### src/rtl/seg_decoder.sv
// ---------------------------------------------------------------------------
// seg_decoder
//
// Reads two active-low 7-segment displays (tens and units) that change
// asynchronously to clk_i. It waits until the synchronized pattern pair has
// been stable for STABLE_CYCLES cycles and then decodes it into BCD digits
// and a binary value. It flags pairs that cannot be decoded.
//
// Ports
//   clk_i      : system clock, all state on the rising edge
//   rst_ni     : asynchronous active-low reset
//   s1_seg_i   : tens segments {a,b,c,d,e,f,g}, bit6 = a, 0 = lit
//   s2_seg_i   : units segments, same ordering and polarity
//   tens_o     : last legally decoded tens digit (0..9)
//   units_o    : last legally decoded units digit (0..9)
//   value_o    : tens_o*10 + units_o (0..99)
//   valid_o    : one-cycle pulse when tens_o/units_o/value_o take a new value
//   err_o      : last accepted pattern pair was illegal
//   err_cnt_o  : saturating count of accepted illegal pairs
// ---------------------------------------------------------------------------
module seg_decoder #(
  parameter int unsigned STABLE_CYCLES = 1000
) (
  input  logic       clk_i,
  input  logic       rst_ni,
  input  logic [6:0] s1_seg_i,
  input  logic [6:0] s2_seg_i,
  output logic [3:0] tens_o,
  output logic [3:0] units_o,
  output logic [6:0] value_o,
  output logic       valid_o,
  output logic       err_o,
  output logic [7:0] err_cnt_o
);

  localparam logic [23:0] STABLE    = 24'(STABLE_CYCLES);
  // The move to DECODE happens on the edge where the counter reaches
  // STABLE-1, so the comparison is made against the value one below that.
  localparam logic [23:0] STABLE_M2 = 24'(STABLE_CYCLES - 2);
  localparam logic [6:0]  BLANK     = 7'b111_1111;

  typedef enum logic [1:0] {
    SETTLE = 2'd0,
    DECODE = 2'd1,
    HOLD   = 2'd2
  } state_t;

  state_t      state_q;
  logic [13:0] sync1_q;
  logic [13:0] sync2_q;
  logic [13:0] prev_q;
  logic [23:0] cnt_q;
  logic [3:0]  tens_q;
  logic [3:0]  units_q;
  logic [6:0]  value_q;
  logic        valid_q;
  logic        err_q;
  logic [7:0]  err_cnt_q;
  logic        first_q;

  logic        changed_d;
  logic        tens_ok_d;
  logic        units_ok_d;
  logic        pair_ok_d;
  logic [3:0]  tens_d;
  logic [3:0]  units_d;
  logic [6:0]  value_d;
  logic        new_value_d;
  logic [4:0]  tens_lut_d;
  logic [4:0]  units_lut_d;

  // Returns {legal, digit}; the blank pattern is not legal here, the tens
  // digit handles it separately.
  function automatic logic [4:0] seg_to_digit(input logic [6:0] seg);
    logic [4:0] r;
    case (seg)
      7'b000_0001: r = 5'b1_0000;
      7'b100_1111: r = 5'b1_0001;
      7'b001_0010: r = 5'b1_0010;
      7'b000_0110: r = 5'b1_0011;
      7'b100_1100: r = 5'b1_0100;
      7'b010_0100: r = 5'b1_0101;
      7'b010_0000: r = 5'b1_0110;
      7'b000_1111: r = 5'b1_0111;
      7'b000_0000: r = 5'b1_1000;
      7'b000_0100: r = 5'b1_1001;
      default:     r = 5'b0_0000;
    endcase
    return r;
  endfunction

  // prev_q holds the pair that was stable through the counting window, so
  // decoding it is safe even if a new change lands during DECODE.
  always_comb begin
    changed_d   = (sync2_q != prev_q);
    tens_lut_d  = seg_to_digit(prev_q[13:7]);
    units_lut_d = seg_to_digit(prev_q[6:0]);
    if (prev_q[13:7] == BLANK) begin
      tens_ok_d = 1'b1;
      tens_d    = 4'd0;
    end else begin
      tens_ok_d = tens_lut_d[4];
      tens_d    = tens_lut_d[3:0];
    end
    units_ok_d  = units_lut_d[4];
    units_d     = units_lut_d[3:0];
    pair_ok_d   = tens_ok_d && units_ok_d;
    // tens*10 = tens*8 + tens*2; max 99 fits in 7 bits.
    value_d     = {tens_d, 3'b000} + {2'b00, tens_d, 1'b0} + {3'b000, units_d};
    new_value_d = first_q || (tens_d != tens_q) || (units_d != units_q);
  end

  always_ff @(posedge clk_i or negedge rst_ni) begin
    if (!rst_ni) begin
      sync1_q   <= '1;
      sync2_q   <= '1;
      prev_q    <= '1;
      cnt_q     <= '0;
      state_q   <= SETTLE;
      tens_q    <= '0;
      units_q   <= '0;
      value_q   <= '0;
      valid_q   <= 1'b0;
      err_q     <= 1'b0;
      err_cnt_q <= '0;
      first_q   <= 1'b1;
    end else begin
      sync1_q <= {s1_seg_i, s2_seg_i};
      sync2_q <= sync1_q;
      prev_q  <= sync2_q;
      valid_q <= 1'b0;

      if (changed_d) begin
        cnt_q <= '0;
      end else if (cnt_q != STABLE) begin
        cnt_q <= cnt_q + 24'd1;
      end

      case (state_q)
        SETTLE: begin
          // A change on the same edge wins: the counter clears and we stay.
          if (!changed_d && (cnt_q == STABLE_M2)) begin
            state_q <= DECODE;
          end
        end
        DECODE: begin
          state_q <= HOLD;
          if (pair_ok_d) begin
            tens_q  <= tens_d;
            units_q <= units_d;
            value_q <= value_d;
            valid_q <= new_value_d;
            err_q   <= 1'b0;
            first_q <= 1'b0;
          end else begin
            err_q <= 1'b1;
            if (err_cnt_q != 8'hFF) begin
              err_cnt_q <= err_cnt_q + 8'd1;
            end
          end
        end
        HOLD: begin
          // A counter below saturation means a change slipped in during
          // DECODE; it must be settled again rather than missed.
          if (changed_d || (cnt_q != STABLE)) begin
            state_q <= SETTLE;
          end
        end
        default: state_q <= SETTLE;
      endcase
    end
  end

  assign tens_o    = tens_q;
  assign units_o   = units_q;
  assign value_o   = value_q;
  assign valid_o   = valid_q;
  assign err_o     = err_q;
  assign err_cnt_o = err_cnt_q;

endmodule

### config.mk
export PLATFORM = sky130hd
export DESIGN_NAME = seg_decoder
export DESIGN_NICKNAME = d
export VERILOG_FILES = /design/src/rtl/seg_decoder.sv
export SDC_FILE = /design/constraint.sdc
export NUM_CORES = 1
export LEC_CHECK = 0
export BUFFER_PORTS_ARGS = -buffer_cell sky130_fd_sc_hd__buf_4
export CORE_MARGIN = 3
export CORE_UTILIZATION = 54
export DETAILED_ROUTE_END_ITERATION = 10
export HOLD_SLACK_MARGIN = 0.05
export PLACE_DENSITY_LB_ADDON = 0.08
export SETUP_SLACK_MARGIN = 0.1
export SKIP_CTS_REPAIR_TIMING = 1
export SYNTH_ARGS = -nofsm -noshare
export SYNTH_HDL_FRONTEND = slang
export SYNTH_SLANG_ARGS = --single-unit
### constraint.sdc
create_clock -name clk_i -period 3.9 [get_ports clk_i]
set_input_delay 1.17 -clock clk_i [delete_from_list [all_inputs] [get_ports clk_i]]
set_output_delay 1.17 -clock clk_i [all_outputs]
set_load 0.02 [all_outputs]
==> summary.txt <==
Job
  – Max-cap violations: 0

Global routing
  – Number of global-route vias before repair: 2697
  – Maximum number of pins on one net before global-route repair: 75
  – First-pass GRT wire length: about 13000 um
  – Grt ovf: 0
  – Total GRT Usage: 0.180
  – Initial antenna violation count: 0

Die
  – Core area: roughly 0.0074 mm^2
  – DIE HEIGHT: around 95 um
  – Die area: around 0.009 mm^2
  – Initial Util: 0.569
  – I/O pins: 41
  – Rows: 31
  – Chip width: roughly 95 um

Logic synthesis
  – Synth top area share: 0.295
  – Largest cells by area after synthesis: dfrtp_1 30%, dfstp_2 27%, xor2_1 6.6%
  – Yosys reg bits: 93
  – Asr flop ratio synth: 1.00
  – Syn_nets: 384
  – Synth Cell Area: around 0.0042 mm^2
  – Post-Syn Instances: 355
  – EDFF count, synth: 0
  – Synth cell types: 55
  – Most common cell in the netlist: dfrtp_1
  – Primary FF master, synth: dfrtp_1
  – Leading area contributor after synthesis: dfrtp_1
  – Post-synth top cells: 50 x dfrtp_1, 43 x dfstp_2, 34 x nor2_1
  – Synthesized area per cell: 11.9 um^2
  – Sequential-to-total area share from yosys stat: 0.562
  – Warnings, synthesis: 0

Outcome
  – Status: finished clean

Routing
  – Total length of routed wires: about 7200 um
  – First-pass DRT Iterations: 4
  – Antenna-violating nets left: 0
  – Vias per cell: between 5 and 6
  – Max layer used: met4
  – M1 WL: 3360 um
  – Met2 WL: 3540 um
  – Routed len/inst: 14.5 um
  – DR vias: roughly 2600
  – Remaining DRCs: 0
  – Initial DRC count: 57
  – Routed wl met3: 205 um

Timing
  – Sum Neg Setup Slack: 0 ns
  – Max-slew headroom: 0.404
  – Slew @ Worst Pin: between 0.8 and 0.9 ns
  – RSZ-0062 raised after global routing: no
  – Max Freq: 0.322 GHz
  – Minimum clock period: 3.11 ns
  – Final hold vios: 0
  – Clock skew: 0.00750 ns
  – Max-slew violations: 0
  – Fin crit share: 0.797
  – Endpoints failing setup: 0

Setup path
  – Flop2flop setup slack: just under 0.8 ns
  – Worst Setup Path Type: flip-flop to flip-flop
  – WP data arrival: 3.34 ns
  – Max FO, Critical Path: 8
  – Required @ worst endpoint: between 4 and 5 ns
  – CP Launch Type: flip-flop
  – Critical Path Sink Type: flip-flop

Power and ir drop
  – Sw frac: 0.236
  – P_int: 1.29 mW
  – Largest vdd supply drop: 0.180 mV
  – Clock group share of total power: 0.350
  – Sw Pwr: around 0.40 mW
  – PwrDens: approximately 350 mW/mm^2
  – Leakage Power: 2.13 nW
  – Comb power frac: 0.041
  – Power consumption: ~1.7 mW
  – Sequential share of power: 0.609

Min path
  – Hold crit path type: flip-flop to flip-flop

Finish
  – Post-layout instance area: 0.00478 mm^2
  – Diodes inserted: 0
  – Final net count: 424
  – Fraction of layout cells with a size suffix above 1: 0.300
  – Area Growth Syn to Fin: 12.9%

Clock network
  – CTS tree: yes
  – Root buf cell: clkbuf_8
  – CTS buffer count: 9
  – CTS Buffer Depth: 2
  – Clk sinks: 93
  – H-tree levels: 3
  – Clk Latency, worst-skew pair: 0.35 ns
  – Worst-path clk slew: 0.09 ns

Place
  – Placed cell area: 0.00460 mm^2
  – DP HPWL: 4970 um
  – I/O Buffers: 40
  – GP Congestion: 0.908
routing by layer:
| layer | track usage | up-vias |
|---|---|---|
| li1 | - | 1307 |
| met1 | 0.236 | 1268 |
| met2 | 0.292 | 41 |
| met3 | 0.0335 | 11 |
| met4 | 0.0781 | 0 |
| met5 | 0 | - |
flip-flops by register name (all words and copies together) (netlist names), 2 cells and up:
register and cells:
value_o 6, cnt_q 24, tens_o 4, prev_q 14, state_q 2, err_cnt_o 8, units_o 4, sync2_q 14
sync1_q 14
final timing paths:
path | to | from | cells past startpoint
setup / recovery | value_o[6] | prev_q[9] | 9
min in group asynchronous | value_o[2] | rst_ni | 1
hold / removal | sync2_q[3] | sync1_q[3] | 0
setup reg to reg | value_o[6] | prev_q[9] | 9
hold reg to reg | sync2_q[3] | sync1_q[3] | 0
max in group asynchronous | prev_q[4] | rst_ni | 2
logic make-up (layout without fill, tap and decap cells):
| family | Yosys count | in the layout | synth area share |
|---|---|---|---|
| adders and majority gates | 13 | 13 | 0.0419 |
| buffers and inverters | 21 | 66 | 0.0269 |
| DFF | 93 | 93 | 0.562 |
| xor gates and xnor gates | 55 | 55 | 0.114 |
| and+or+nand+nor | 133 | 133 | 0.173 |
| AOI/OAI and AO/OA | 29 | 29 | 0.0472 |
| muxes | 11 | 11 | 0.0351 |
critical path: stages (launching register included):
cell     delay (ns)
dfstp_2        0.62
nand4_1        0.15
or4_1          0.45
nand3_1        0.22
fa_1           0.51
fa_1           0.47
a21o_1         0.19
a21oi_1        0.16
xnor2_1        0.15
o21ai_1        0.07
metrics by stage:
| step | std cells | hold slack [ns] | util | setup WS, ns |
|---|---|---|---|---|
| 3_5_place_dp | 483 | 0.347 | 0.617 | 0.824 |
| 5_1_grt | 499 | 0.361 | 0.642 | 0.590 |
| 4_1_cts | 499 | 0.359 | 0.642 | 0.772 |
| 6_report | 499 | 0.356 | 0.642 | 0.790 |
| 2_1_floorplan | 355 | 0.345 | - | 0.945 |
| 3_3_place_gp | 483 | 0.346 | 0.617 | 0.857 |
final cells by class:
class | instances | area (um^2)
Timing Repair Buffer | 43 | 323
Sequential cell | 93 | 2380
Inverter | 7 | 26.3
Clock inverter | 5 | 45.0
Fill cell | 604 | 2660
Multi-Input combinational cell | 241 | 1740
Tap cell | 99 | 124
Clock buffer | 11 | 141
power groups by stage:
stage | registers, mW | logic [mW] | clock network [mW]
final | 1.03 | 0.0698 | 0.592
after global routing | 1.04 | 0.0793 | 0.656
after CTS | 1.03 | 0.0718 | 0.614
after detailed placement | 1.05 | 0.0714 | 0
after global placement | 1.05 | 0.0716 | 0
after floorplan | 1.03 | 0.0474 | 0
cells in the final DEF, fill, tap and decap left out, types with 5 or more instances in the layout:
| cell type | n |
|---|---|
| ha_1 | 11 |
| clkbuf_8 | 10 |
| inv_1 | 7 |
| nor3_1 | 8 |
| dfrtp_1 | 50 |
| o21ai_1 | 5 |
| dfstp_2 | 43 |
| buf_4 | 43 |
| nand2_1 | 24 |
| nor2_1 | 34 |
| xnor2_1 | 23 |
| o21ai_0 | 6 |
| nand3_1 | 16 |
| nor4_1 | 7 |
| nand4_1 | 14 |
| xor2_1 | 32 |
| mux2_4 | 7 |
(Power assumes the default switching activity.)
